**src/rtl/vga_pkg.sv**
```systemverilog
// Shared VGA-path types: display modes, colour constants and per-pixel side-band flags.
package vga_pkg;

  typedef enum logic [1:0] {
    MODO_DIRECT = 2'b00,
    MODO_INVERT = 2'b01,
    MODO_BLINK  = 2'b10
  } modo_t;

  typedef logic [23:0] rgb_t;  // {red, green, blue}

  localparam rgb_t COLOR_BLACK = 24'h000000;
  localparam rgb_t COLOR_WHITE = 24'hFFFFFF;

  // Flags that travel alongside a pixel so the colour stage sees the
  // state that was valid when that pixel was sampled.
  typedef struct packed {
    logic vis;  // active video
    logic win;  // inside the framebuffer window (implies vis)
    logic inv;  // complement the fetched bits
    logic brd;  // blink-off phase: paint window with border colour
  } pix_flags_t;

  localparam int PIX_FLAGS_W = $bits(pix_flags_t);

  // 3-bit framebuffer pixel to full-scale 24-bit colour; bit0 red, bit1 green, bit2 blue.
  function automatic rgb_t expand_rgb(input logic [2:0] bits);
    return {{8{bits[0]}}, {8{bits[1]}}, {8{bits[2]}}};
  endfunction

endpackage

```
**src/rtl/pipe_delay.sv**
```systemverilog
// Fixed-depth shift register; synchronous active-low clear. DEPTH must be >= 1.
module pipe_delay #(
  parameter int WIDTH = 1,
  parameter int DEPTH = 1
) (
  input  logic             clock,
  input  logic             reset,
  input  logic [WIDTH-1:0] din,
  output logic [WIDTH-1:0] dout
);

  logic [DEPTH-1:0][WIDTH-1:0] pipe;

  // Shift one stage per clock; clear every stage on reset.
  always_ff @(posedge clock) begin
    if (!reset) begin
      pipe <= '0;
    end else begin
      pipe[0] <= din;
      for (int i = 1; i < DEPTH; i++) pipe[i] <= pipe[i-1];
    end
  end

  assign dout = pipe[DEPTH-1];

endmodule

```
**src/rtl/region_pantalla_param.sv**
```systemverilog
// Screen-region colouriser: maps raster position into a scaled, offset framebuffer
// window, fetches the pixel and aligns it with latency-matched flags.
// Colour latency from posicion to red/green/blue is 2+MEM_LATENCY on every path.
module region_pantalla_param
  import vga_pkg::*;
#(
  parameter int          SCREEN_X     = 50,
  parameter int          SCREEN_Y     = 50,
  parameter int          ORIGIN_X     = 0,
  parameter int          ORIGIN_Y     = 0,
  parameter int          SCALE_LOG2   = 0,
  parameter int          MEM_LATENCY  = 1,
  parameter int          ADDR_W       = 12,
  parameter logic [23:0] BORDER_COLOR = 24'hFFFFFF,
  parameter int          BLINK_LOG2   = 5
) (
  input  logic              clock,
  input  logic              reset,
  input  logic [9:0]        posicionX,
  input  logic [9:0]        posicionY,
  input  logic              visible,
  input  logic [1:0]        modo,
  output logic [ADDR_W-1:0] memAddress,
  input  logic [2:0]        readValueMemory,
  output logic [7:0]        red,
  output logic [7:0]        green,
  output logic [7:0]        blue
);

  localparam int X_END = ORIGIN_X + (SCREEN_X << SCALE_LOG2);
  localparam int Y_END = ORIGIN_Y + (SCREEN_Y << SCALE_LOG2);

  // ---------------- stage 0: window test and address ----------------
  int px, py, lx, ly;
  logic in_x, in_y, in_win;
  logic [ADDR_W-1:0] addr_s0;

  assign px     = int'(posicionX);
  assign py     = int'(posicionY);
  assign in_x   = (px >= ORIGIN_X) && (px < X_END);
  assign in_y   = (py >= ORIGIN_Y) && (py < Y_END);
  assign in_win = in_x && in_y && visible;
  // Only meaningful while in_win, where the differences are non-negative.
  assign lx      = (px - ORIGIN_X) >>> SCALE_LOG2;
  assign ly      = (py - ORIGIN_Y) >>> SCALE_LOG2;
  assign addr_s0 = ADDR_W'(ly * SCREEN_X + lx);

  // ---------------- frame state ----------------
  logic                  frame_start;
  logic [BLINK_LOG2:0]   frame_cnt, frame_cnt_eff;
  logic [1:0]            modo_q, modo_eff;

  assign frame_start = (posicionX == 10'd0) && (posicionY == 10'd0);
  // The frame-start pixel already belongs to the new frame, so it sees the
  // freshly latched mode and incremented count.
  assign frame_cnt_eff = frame_start ? frame_cnt + 1'b1 : frame_cnt;
  assign modo_eff      = frame_start ? modo : modo_q;

  // Latch mode and advance the blink counter once per frame.
  always_ff @(posedge clock) begin
    if (!reset) begin
      frame_cnt <= '0;
      modo_q    <= 2'b00;
    end else if (frame_start) begin
      frame_cnt <= frame_cnt_eff;
      modo_q    <= modo;
    end
  end

  pix_flags_t flags_s0, flags_s1, flags_al;

  // Per-pixel flags; reserved mode 11 decodes to neither invert nor blink.
  always_comb begin
    flags_s0     = '0;
    flags_s0.vis = visible;
    flags_s0.win = in_win;
    flags_s0.inv = (modo_eff == MODO_INVERT);
    flags_s0.brd = (modo_eff == MODO_BLINK) && frame_cnt_eff[BLINK_LOG2];
  end

  // ---------------- stage 1: address register ----------------
  // Address holds outside the window so the memory sees no spurious traffic.
  always_ff @(posedge clock) begin
    if (!reset) begin
      memAddress <= '0;
      flags_s1   <= '0;
    end else begin
      if (in_win) memAddress <= addr_s0;
      flags_s1 <= flags_s0;
    end
  end

  // Flags wait MEM_LATENCY more cycles so they meet readValueMemory.
  pipe_delay #(
    .WIDTH(PIX_FLAGS_W),
    .DEPTH(MEM_LATENCY)
  ) u_flag_dly (
    .clock(clock),
    .reset(reset),
    .din  (flags_s1),
    .dout (flags_al)
  );

  // ---------------- colour stage ----------------
  rgb_t rgb_q;

  // Blanking wins, then border/blink-off, then the mode-transformed pixel.
  always_ff @(posedge clock) begin
    if (!reset) begin
      rgb_q <= COLOR_BLACK;
    end else if (!flags_al.vis) begin
      rgb_q <= COLOR_BLACK;
    end else if (!flags_al.win || flags_al.brd) begin
      rgb_q <= BORDER_COLOR;
    end else begin
      rgb_q <= expand_rgb(readValueMemory ^ {3{flags_al.inv}});
    end
  end

  assign red   = rgb_q[23:16];
  assign green = rgb_q[15:8];
  assign blue  = rgb_q[7:0];

endmodule

```
**config.mk**
```make
export PLATFORM = sky130hd
export DESIGN_NAME = region_pantalla_param
export DESIGN_NICKNAME = d
export VERILOG_FILES = /design/src/rtl/vga_pkg.sv /design/src/rtl/pipe_delay.sv /design/src/rtl/region_pantalla_param.sv
export SDC_FILE = /design/constraint.sdc
export NUM_CORES = 1
export LEC_CHECK = 0
export ABC_AREA = 1
export CORE_ASPECT_RATIO = 1.2
export CORE_UTILIZATION = 50
export CTS_CLUSTER_DIAMETER = 100
export DETAILED_ROUTE_END_ITERATION = 6
export PLACE_DENSITY = 0.8
export SLEW_MARGIN = 5
export SYNTH_ARGS = -nofsm -noshare
export SYNTH_HDL_FRONTEND = slang
export SYNTH_SLANG_ARGS = --single-unit
```
**constraint.sdc**
```tcl
create_clock -name clock -period 8.7 [get_ports clock]
set_clock_uncertainty 0.1 [all_clocks]
set_input_delay 2.61 -clock clock [delete_from_list [all_inputs] [get_ports clock]]
set_output_delay 2.61 -clock clock [all_outputs]
set_load 0.02 [all_outputs]
```
---- Word-level counts from Yosys, hierarchy flattened ----
Cells that the tools add are included.
operators by class
  $add $sub $neg .......................... 2
  multipliers ............................. 1
  $lt $le $gt $ge ......................... 4
  equal/unequal tests ..................... 2
  multiplexer cells ....................... 3
  bitwise logic cells ..................... 1
  reduce and logical (&&, ||, !) cells .... 11
operator list
  cell                   number
  $mux 24                1
  $ge 10x1->1 const B    2
  $logic_not 10->1       2
  $lt 10x6->1 const B    2
  $add 12x10->12         1
  $mul 10x5->11 const B  1
  $add 6x1->6 const B    1
  $logic_and 1x1->1      6
  $mux 6                 1
  $xor 3x3->3            1
  $eq 2x1->1 const B     1
  $eq 2x2->1 const B     1
  $mux 2                 1
  $reduce_and 2->1       1
  $logic_not 1->1        1
  $logic_or 1x1->1       1
storage, ports and cells
  register bits after elaboration ......... 52
  input port bits ......................... 28
  output and inout bits ................... 36
  logic and storage cells ................. 33

---- Longest topological paths before layout ----
Gate-level depths: netlist of the first run.
  depth in word-level cells ............... 5
  gate-level depth with buffers ........... 21
  mapped depth without buffers ............ 21

---- Modules after synthesis ----
From an unflattened synthesis of the first run, not the netlist that was laid out.
unflattened totals
  cells, all modules ...................... 376
  area, all modules ....................... 2637.5 um^2
modules (own cells, without submodules)
  module                 times used  cells each  area each (um^2)  seq. area each (um^2)
  region_pantalla_param  1           364         2527.4            540.5
  pipe_delay             1           12          110.1             80.1

---- Worst setup path before layout of the first run ----
No wires, ideal clock.
  kind .................................... in2reg
  from .................................... input posicionY[3]
  to ...................................... register memAddress[10]
  data arrival time ....................... 5.416 ns
  data required time ...................... 8.491 ns
  setup slack ............................. 3.075 ns
  cell stages on the path ................. 20
  path buffers ............................ 0
  path through ............................ ha_1 -> ha_1 -> inv_1 -> fa_1 -> inv_1 -> ha_1 -> nand2_1 -> inv_1 -> a21oi_1 -> xor2_1 -> inv_1 -> ha_1 -> inv_1 -> o21ai_0 -> a31oi_1 -> nand3_1 -> nand2_1 -> nand3_1 -> nand2_1 -> inv_1
on the way
  word-level cells in the longest chain between the ends .. 4
  elaborated cells between the ends (all ways) .. 7
  classes of those cells .................. add/sub (1); mul (1); order compare (2); reduce/logical (3)
RTL lines
  what                                                    line                         source
  start, declared                                         region_pantalla_param.sv:20  input logic [9:0] posicionY,
  branches (longest 4 deep; another with $add 12x10->12)  -
  end signal, assigned                                    region_pantalla_param.sv:88  if (in_win) memAddress <= addr_s0;
  end, declared                                           region_pantalla_param.sv:23  output logic [ADDR_W-1:0] memAddress,
Several ways; the timed one is not identified.
A chain may end at the register's enable or synchronous reset.

---- Final worst setup path of the first run ----
Same ends and word-level chain as after synthesis.

==> flow_metrics.py, run 1 <==
metrics = {
    "yosys": {
        "netlist_area_sq_um": 2660,
        "syn_area_per_cell_sq_um": 7.20,
        "ys.warnings.count": 0,
        "syn_nets": 439,
        "ys_async_sr_fraction": 0,
        "synth_ff_type": "dfxtp_1",
        "seq_area_frac_synth": 0.233,
        "synth_cell_type_count": 40,
        "ys_ff_latch": 31,
        "syn_inst": 370,
        "synth_edf_count": 0,
    },
    "drt": {
        "wl_um": 5550,
        "drt_iter0_drc": 85,
        "wire_per_inst_um": 11.7,
        "firstDrtPassIters": 4,
        "met3WireLength_um": 286,
        "drc_errors": 0,
        "viasPerCell": 4.93,
        "top_layer_used": "met4",
        "via_count": 2348,
        "dr_wl_met2_um": 2730,
        "ant_nets": 0,
        "met1_length_um": 2360,
    },
    "placed_design": {
        "place.gp.congestion": 0.916,
        "post-dp-hpwl_um": 4630,
        "port_buffers": 63,
    },
    "flow_run": {
        "cap_violations": 0,
    },
    "setup_path": {
        "cp.depth": 21,
        "reg2reg_depth": 7,
        "critPathKind": "in2reg",
        "required_ns": 8.79,
        "crit_path_max_fanout": 5,
        "end_kind": "register",
        "path_buf_inv": 7,
        "slowest_stage": "clkdlybuf4s50_1",
        "cp_common_cell": "inv_1",
        "cp_cell_sequence": "clkdlybuf4s50_1 > ha_1 > ha_1 > inv_1 > fa_1 > inv_1 > ha_1 > nand2_1 > inv_1 > a21oi_1 > xor2_1 > inv_1 > ha_1 > inv_1 > o21ai_0 > a31oi_1 > nand3_1 > nand2_1 > nand3_1 > nand2_1 > inv_1",
        "crit_family": "adder cells",
        "cp_data_arrival_time_ns": 6.27,
        "cp_slowest_stage_delay_ns": 0.50,
        "worstSetupStartpointType": "input port",
    },
    "timing": {
        "worstMarginPinSlew_ns": 0.698,
        "max_freq_ghz": 0.162,
        "rsz0062_at_grt": "false",
        "setup_viol": 0,
        "drv_slew": 0,
        "slew_headroom": 0.533,
        "period_needed_ns": 6.18,
        "tns_ns": 0,
        "period_share": 0.710,
        "final_hold_viol_count": 0,
    },
    "clock_network": {
        "postCtsSetupBuffers": 0,
        "cts.clk_slew.worst_paths_ns": 0.07,
        "ctsHoldBuffers": 0,
        "numCtsBuffers": 5,
        "cts_buffer_depth": 2,
        "cts-htree-levels": 2,
        "clock_sinks": 31,
        "cts_resized": 0,
        "clk_latency_ns": 0.29,
        "cts_tree": "yes",
        "cts.root.buffer_cell": "clkbuf_8",
    },
    "floorplanning": {
        "coreArea_sq_um": 5010,
        "ios": 64,
        "fp.dieH_um": 81.9,
        "die_x_um": 68.6,
        "row_count": 28,
        "die-area_sq_um": 5620,
        "start_util": 0.531,
    },
    "global_route": {
        "grt_pass1_wl_um": 9280,
        "grt_usage": 0.227,
        "grt_overflow": 0,
        "grt_pass1_vias": 2192,
        "grt_max_degree": 24,
        "antenna_found_initial": 0,
    },
    "run_status": {
        "status": "finished clean",
    },
    "hold_path": {
        "hold_path.class": "reg2reg",
        "holdPathStages": 2,
    },
    "finish": {
        "diodes": 0,
        "fin_nets": 484,
        "syn2layout_area_growth_pct": 22.9,
        "fin_util": 0.653,
        "drive_gt1_frac": 0.0841,
    },
    "power": {
        "p_leak_uw": 0.00165,
        "pwr_density_cell_nw_per_um2": 147,
        "ir_drop_uv": 88.3,
    },
}
[flip-flops by register name, summed over array words and instances (netlist names)]
| signal | count |
|---|---|
| memAddress | 12 |
| modo_q | 2 |
| u_flag_dly.dout | 4 |
| frame_cnt | 6 |
| rgb_q | 3 |
| flags_s1 | 4 |
[path summary, 6_finish.rpt]
check,start,end,slack (ns)
worst min-delay path,flags_s1[1],u_flag_dly.dout[1],0.31
worst max register to register,frame_cnt[2],flags_s1[0],7.30
worst max-delay path,posicionY[3],memAddress[10],2.52
worst min register to register,flags_s1[1],u_flag_dly.dout[1],0.31
[tightest hold or removal path, delay by kind of cell (launching register included)]
kind | cells | cell delay [ns]
DFF | 1 | 0.31
and+or+nand+nor | 1 | 0.04
buffers and inverters | 1 | 0.04
[kinds of logic after synthesis]
kind of cell,after synthesis,share of synthesized area
buffers and inverters,101,0.176
adders and majority gates,41,0.210
AOI/OAI and AO/OA,44,0.0968
xor gates and xnor gates,11,0.0362
DFF,31,0.233
and+or+nand+nor,142,0.248
[routing by layer]
| metal | global-route usage | vias up |
|---|---|---|
| met5 | 0 | - |
| met4 | 0.129 | 0 |
| met3 | 0.0333 | 14 |
| met2 | 0.418 | 75 |
| met1 | 0.238 | 1032 |
| li1 | - | 1227 |
[synth_stat cells, types with 2 or more instances]
cell	number	area, sq um
a21oi_1	15	75.1
a21oi_2	2	17.5
a31oi_1	2	12.5
buf_4	22	165
clkbuf_1	2	7.51
dfxtp_1	31	621
fa_1	6	120
ha_1	35	438
inv_1	71	267
inv_2	5	18.8
nand2_1	67	251
nand2_2	4	25.0
nand3_1	15	75.1
nand3_2	2	20.0
nand4_1	3	18.8
nor2_1	31	116
nor2_2	5	31.3
nor3_1	5	25.0
nor3b_2	2	25.0
o21a_1	2	15.0
o21ai_0	4	20.0
o21ai_1	11	55.1
o31ai_1	2	15.0
xnor2_1	2	17.5
xor2_1	9	78.8
[where the power goes]
group          switching, uW  internal [uW]
sequential             0.744            143
combinational            133           92.1
clock                   58.5           55.6
total                    192            290
[area by class of cell]
| cell class | count | area (sq um) |
|---|---|---|
| fill | 454 | 1740 |
| multi-input combinational | 238 | 1570 |
| timing repair buffer | 63 | 631 |
| sequential | 31 | 621 |
| inverter | 76 | 285 |
| tap | 60 | 75.1 |
| clock buffer | 5 | 68.8 |
| clock inverter | 3 | 20.0 |
[through the flow]
| step | instances | total power (uW) | hold slack (ns) | cell area, sq um | setup WS, ns |
|---|---|---|---|---|---|
| 3_5_place_dp | 468 | 370 | 0.297 | 3180 | 2.24 |
| 2_1_floorplan | 370 | 315 | 0.290 | 2660 | 3.08 |
| 5_1_grt | 476 | 524 | 0.347 | 3270 | 2.27 |
| 3_3_place_gp | 468 | 366 | 0.293 | 3180 | 2.34 |
| 4_1_cts | 476 | 484 | 0.314 | 3270 | 2.55 |
| 6_report | 476 | 482 | 0.312 | 3270 | 2.52 |
[placed cells by master, fill, tap and decap left out, types with 4 or more instances in the layout]
cell	n
nor3_1	5
nor2_2	5
clkbuf_8	5
fa_1	6
clkdlybuf4s50_1	63
inv_1	71
nand2_2	4
o21ai_0	4
inv_2	5
xor2_1	9
ha_1	35
nand3_1	15
o21ai_1	11
nor2_1	31
dfxtp_1	31
nand2_1	67
a21oi_1	15
Power figures use the tool's default switching activity.
==> run 2, diff against run 1 <==
Clock period 8.7 ns to 6.5 ns, I/O delays scaled along.
==> run 2 against run 1 <==
  * Die area is the same
  * Wire length down 0.20%
  * Clock-buffer cell count unchanged
  * Global-route usage grew 0.29 points
  * Core utilization is the same
  * Highest routed layer unchanged
==> flow_metrics.py, run 2 (synthesis gave the netlist of run 1 again) <==
metrics = {
    "run_status": {
        "status": "finished clean",
    },
    "clock_network": {
        "cts-htree-levels": 2,
        "postCtsSetupBuffers": 0,
        "cts.root.buffer_cell": "clkbuf_8",
        "numCtsBuffers": 5,
        "cts_buffer_depth": 2,
        "clk_latency_ns": 0.29,
        "clock_sinks": 31,
        "cts_tree": "yes",
        "ctsHoldBuffers": 0,
        "cts_resized": 0,
        "cts.clk_slew.worst_paths_ns": 0.07,
    },
    "setup_path": {
        "required_ns": 6.59,
        "cp_cell_sequence": "clkdlybuf4s50_1 > ha_1 > ha_1 > inv_1 > fa_1 > inv_1 > ha_1 > nand2_1 > inv_1 > a21oi_1 > xor2_1 > inv_1 > ha_1 > inv_1 > o21ai_0 > a31oi_1 > nand3_1 > nand2_1 > nand3_1 > nand2_1 > inv_1",
        "worstSetupStartpointType": "input port",
        "critPathKind": "in2reg",
        "cp_data_arrival_time_ns": 5.60,
        "end_kind": "register",
        "slowest_stage": "clkdlybuf4s50_1",
        "cp_slowest_stage_delay_ns": 0.57,
        "cp_common_cell": "inv_1",
        "crit_path_max_fanout": 5,
    },
    "global_route": {
        "grt_max_degree": 24,
        "grt_pass1_vias": 2207,
        "grt_overflow": 0,
        "grt_pass1_wl_um": 9510,
        "antenna_found_initial": 0,
        "grt_usage": 0.230,
    },
    "timing": {
        "period_needed_ns": 5.51,
        "drv_slew": 0,
        "setup_viol": 0,
        "rsz0062_at_grt": "false",
        "tns_ns": 0,
        "worst_slack_ns": 0.987,
        "slew_headroom": 0.515,
        "period_share": 0.848,
        "final_hold_viol_count": 0,
        "worstMarginPinSlew_ns": 0.725,
        "max_freq_ghz": 0.181,
    },
    "placed_design": {
        "post-dp-hpwl_um": 4680,
        "place.gp.congestion": 0.915,
        "dp.cells": 468,
        "port_buffers": 63,
        "dp_slack_ns": 0.719,
    },
    "power": {
        "pwr_density_cell_nw_per_um2": 197,
        "clockPowerShare": 0.234,
        "totalPowerFinal_uw": 643,
        "combPwrFrac": 0.468,
        "intPower_uw": 388,
        "p_leak_uw": 0.00165,
        "ir_drop_uv": 117,
        "pwr-share-seq": 0.299,
        "power_switching_uw": 255,
        "netSwitchingFraction": 0.396,
    },
    "drt": {
        "drc_errors": 0,
        "wire_per_inst_um": 11.6,
        "drt_iter0_drc": 105,
        "ant_nets": 0,
        "viasPerCell": 4.89,
        "via_count": 2327,
        "firstDrtPassIters": 4,
        "wl_um": 5540,
    },
    "floorplanning": {
        "die-area_sq_um": 5620,
        "row_count": 28,
        "coreArea_sq_um": 5010,
        "fp.dieH_um": 81.9,
        "ios": 64,
        "start_util": 0.531,
        "die_x_um": 68.6,
    },
    "finish": {
        "largest_reg_flops": 12,
        "top_register": "memAddress",
        "largestRegisters": "memAddress x12, frame_cnt x6",
        "diodes": 0,
        "drive_gt1_frac": 0.0841,
        "fillers": 453,
        "fin_nets": 484,
        "syn2layout_area_growth_pct": 22.9,
        "final_cell_mix": "71 x inv_1, 67 x nand2_1, 63 x clkdlybuf4s50_1",
        "final_cells": 476,
        "final_common_cell": "inv_1",
    },
    "hold_path": {
        "hold_path.class": "reg2reg",
    },
    "flow_run": {
        "cap_violations": 0,
    },
}
[run 2: cell counts in the layout (fill, tap and decap cells not counted)]
Identical to the previous run, type by type.
[run 2: area by class of cell]
class	count	area, sq um	area share
multi-input combinational	238	1570	0.481
timing repair buffer	63	631	0.193
sequential	31	621	0.190
inverter	76	285	0.0872
tap	60	75.1	0.0229
clock buffer	5	68.8	0.0210
clock inverter	3	20.0	0.00612
[run 2: path summary, 6_finish.rpt]
check / startpoint / cells past startpoint / slack (ns) / end
worst min register to register: flags_s1[3] / 2 / 0.31 / u_flag_dly.dout[3]
worst min-delay path: flags_s1[3] / 2 / 0.31 / u_flag_dly.dout[3]
worst max-delay path: posicionY[4] / 21 / 0.99 / memAddress[10]
worst max register to register: frame_cnt[2] / 7 / 5.11 / flags_s1[0]
[run 2: stage by stage]
step	utilization	hold WS, ns	cell area, sq um
final	0.653	0.312	3270
after global routing	0.653	0.346	3270
after CTS	0.653	0.317	3270
after detailed placement	0.636	0.300	3180
after global placement	0.636	0.293	3180
after floorplan	-	0.290	2660
[run 2: critical path: cells and delay by family]
kind | cells | cell delay (ns)
adders and majority gates | 5 | 1.72
xor gates and xnor gates | 1 | 0.16
and+or+nand+nor | 5 | 0.41
buffers and inverters | 7 | 0.89
AOI/OAI and AO/OA | 3 | 0.45
[run 2: power groups by stage]
| stage | Combinational (uW) | Sequential, uW | Clock, uW |
|---|---|---|---|
| floorplan | 224 | 197 | 0 |
| global placement | 293 | 196 | 0 |
| detailed placement | 299 | 196 | 0 |
| CTS | 300 | 192 | 153 |
| global route | 347 | 192 | 162 |
| finish | 301 | 192 | 150 |
[run 2: layer usage]
layer  track usage  wire, um  vias to the layer above
met1         0.251      2350                     1010
met2         0.418      2790                       82
met5             0         0                        -
met4         0.121       130                        0
met3        0.0306       262                       11
li1              -         -                     1224
==> run 3, diff against run 2 <==
Settings changed: CORE_UTILIZATION 50 to 46, PLACE_DENSITY 0.8 to 0.78.
Clock period 6.5 ns to 4.7 ns, I/O delays scaled along.
==> run 3 against run 2 <==
  * Worst setup slack lost 0.83 ns
  * Sequential cell count unchanged
  * Non-clock buffer count rose by 21
  * Register-to-register slack lost 1.7 ns
  * Critical path depth shrank 3
  * Critical path type unchanged
  * Wire length is 6.9% higher
==> flow_metrics.py, run 3 (synthesis gave the netlist of run 1 again) <==
metrics = {
    "timing": {
        "setup_viol": 0,
        "drv_slew": 0,
        "period_share": 0.966,
        "worstMarginPinSlew_ns": 0.722,
        "tns_ns": 0,
        "max_freq_ghz": 0.220,
        "worst_slack_ns": 0.160,
        "slew_headroom": 0.517,
        "final_hold_viol_count": 0,
        "period_needed_ns": 4.54,
    },
    "drt": {
        "ant_nets": 0,
        "wl_um": 5920,
        "firstDrtPassIters": 4,
        "drc_errors": 0,
        "via_count": 2438,
        "wire_per_inst_um": 11.8,
        "drt_iter0_drc": 86,
        "viasPerCell": 4.87,
    },
    "finish": {
        "largest_reg_flops": 12,
        "top_register": "memAddress",
        "final_cell_mix": "71 x inv_1, 67 x nand2_1, 59 x clkdlybuf4s50_1",
        "final_common_cell": "inv_1",
        "drive_gt1_frac": 0.156,
        "syn2layout_area_growth_pct": 34.1,
        "fin_nets": 505,
        "diodes": 0,
        "fin_util": 0.634,
        "largestRegisters": "memAddress x12, frame_cnt x6",
    },
    "setup_path": {
        "worstReg2RegEnd": "flags_s1[0]",
        "r2r_start": "frame_cnt[2]",
        "cp_common_cell": "inv_1",
        "crit_path_max_fanout": 4,
        "r2r_setup_slack_ns": 3.37,
        "cp_slowest_stage_delay_ns": 0.54,
        "required_ns": 4.78,
        "end_kind": "register",
        "critPathKind": "in2reg",
        "reg2reg_depth": 7,
        "slowest_stage": "clkdlybuf4s50_1",
        "worstSetupStartpointType": "input port",
        "crit_family": "adder cells",
        "cp_cell_sequence": "clkdlybuf4s50_1 > inv_1 > ha_1 > ha_1 > ha_1 > fa_1 > a21oi_2 > xor2_1 > inv_1 > ha_4 > inv_1 > o21ai_0 > a31oi_1 > nand3_1 > nand2_1 > nand3_1 > nand2_1 > inv_1",
        "cp_data_arrival_time_ns": 4.62,
        "path_buf_inv": 5,
    },
    "power": {
        "power_switching_uw": 385,
        "pwr_density_cell_nw_per_um2": 302,
        "ir_drop_uv": 200,
        "intPower_uw": 692,
        "p_leak_uw": 0.00181,
        "totalPowerFinal_uw": 1080,
        "pwr-share-seq": 0.247,
        "combPwrFrac": 0.502,
        "netSwitchingFraction": 0.357,
        "clockPowerShare": 0.251,
    },
    "floorplanning": {
        "ios": 64,
        "die-area_sq_um": 6100,
        "coreArea_sq_um": 5630,
        "start_util": 0.473,
        "row_count": 30,
        "fp.dieH_um": 85.3,
        "die_x_um": 71.5,
    },
    "run_status": {
        "status": "finished clean",
    },
    "hold_path": {
        "hold_start": "flags_s1[2]",
        "hold_path.class": "reg2reg",
        "min_to": "u_flag_dly.dout[2]",
        "holdPathStages": 2,
    },
    "placed_design": {
        "dp_slack_ns": -0.468,
        "post-dp-hpwl_um": 4700,
        "place.gp.congestion": 0.839,
        "port_buffers": 63,
    },
    "global_route": {
        "grt_pass1_wl_um": 10100,
        "grt_usage": 0.208,
        "grt_pass1_vias": 2432,
        "grt_overflow": 0,
        "grt_max_degree": 24,
        "antenna_found_initial": 0,
    },
    "clock_network": {
        "clk_latency_ns": 0.28,
        "cts_tree": "yes",
        "ctsHoldBuffers": 0,
        "cts.root.buffer_cell": "clkbuf_8",
        "cts.clk_slew.worst_paths_ns": 0.06,
        "clock_sinks": 31,
        "cts_buffer_depth": 2,
        "cts-htree-levels": 2,
        "numCtsBuffers": 5,
    },
    "flow_run": {
        "cap_violations": 0,
    },
}
[run 3: layout make-up]
class                      instances  area, sq um
tap                               64         80.1
inverter                          76          285
multi-input combinational        238         1670
clock inverter                     2         35.0
clock buffer                       6         82.6
sequential                        31          621
timing repair buffer              84          795
fill                             496         2060
[run 3: repair_timing]
action	CTS	global route
pin swaps	4	11
buffers inserted	0	1
setup endpoints to repair	3	4
resized for setup	5	11
cloned	0	0
[run 3: per-layer routing]
metal	track usage	share of wire
met5	0	0
met4	0.107	0.044
met3	0.0273	0.041
met2	0.396	0.51
met1	0.219	0.40
[run 3: power groups by stage]
| stage | logic [uW] | clock network, uW | registers, uW |
|---|---|---|---|
| 3_3_place_gp | 466 | 0 | 272 |
| 3_5_place_dp | 481 | 0 | 272 |
| 5_1_grt | 611 | 286 | 266 |
| 6_report | 541 | 270 | 266 |
| 2_1_floorplan | 310 | 0 | 273 |
| 4_1_cts | 508 | 272 | 266 |
[run 3: how the worst max path moves through the flow]
stage	startpoint	to	slack, ns	cells past startpoint
2_1_floorplan	posicionY[3]	memAddress[10]	0.28	20
5_1_grt	posicionY[0]	memAddress[11]	-0.06	20
4_1_cts	posicionY[2]	memAddress[11]	0.006	22
6_report	posicionY[0]	memAddress[10]	0.16	18
3_5_place_dp	posicionY[3]	memAddress[10]	-0.47	20
3_3_place_gp	posicionY[3]	memAddress[10]	-0.33	20
[run 3: worst register-to-register path, cell delays in order (launching register included)]
cell	delay, ns
dfxtp_1	0.37
nand2_1	0.10
nor3_1	0.21
xor2_1	0.17
nand2_1	0.06
o21ai_1	0.08
nand2_1	0.08
nor2_1	0.11
[run 3: metrics by stage]
step | instances | cell area [sq um] | hold slack, ns
3_3_place_gp | 492 | 3340 | 0.295
5_1_grt | 501 | 3570 | 0.341
4_1_cts | 500 | 3500 | 0.313
6_report | 501 | 3570 | 0.310
2_1_floorplan | 370 | 2660 | 0.290
3_5_place_dp | 492 | 3340 | 0.299
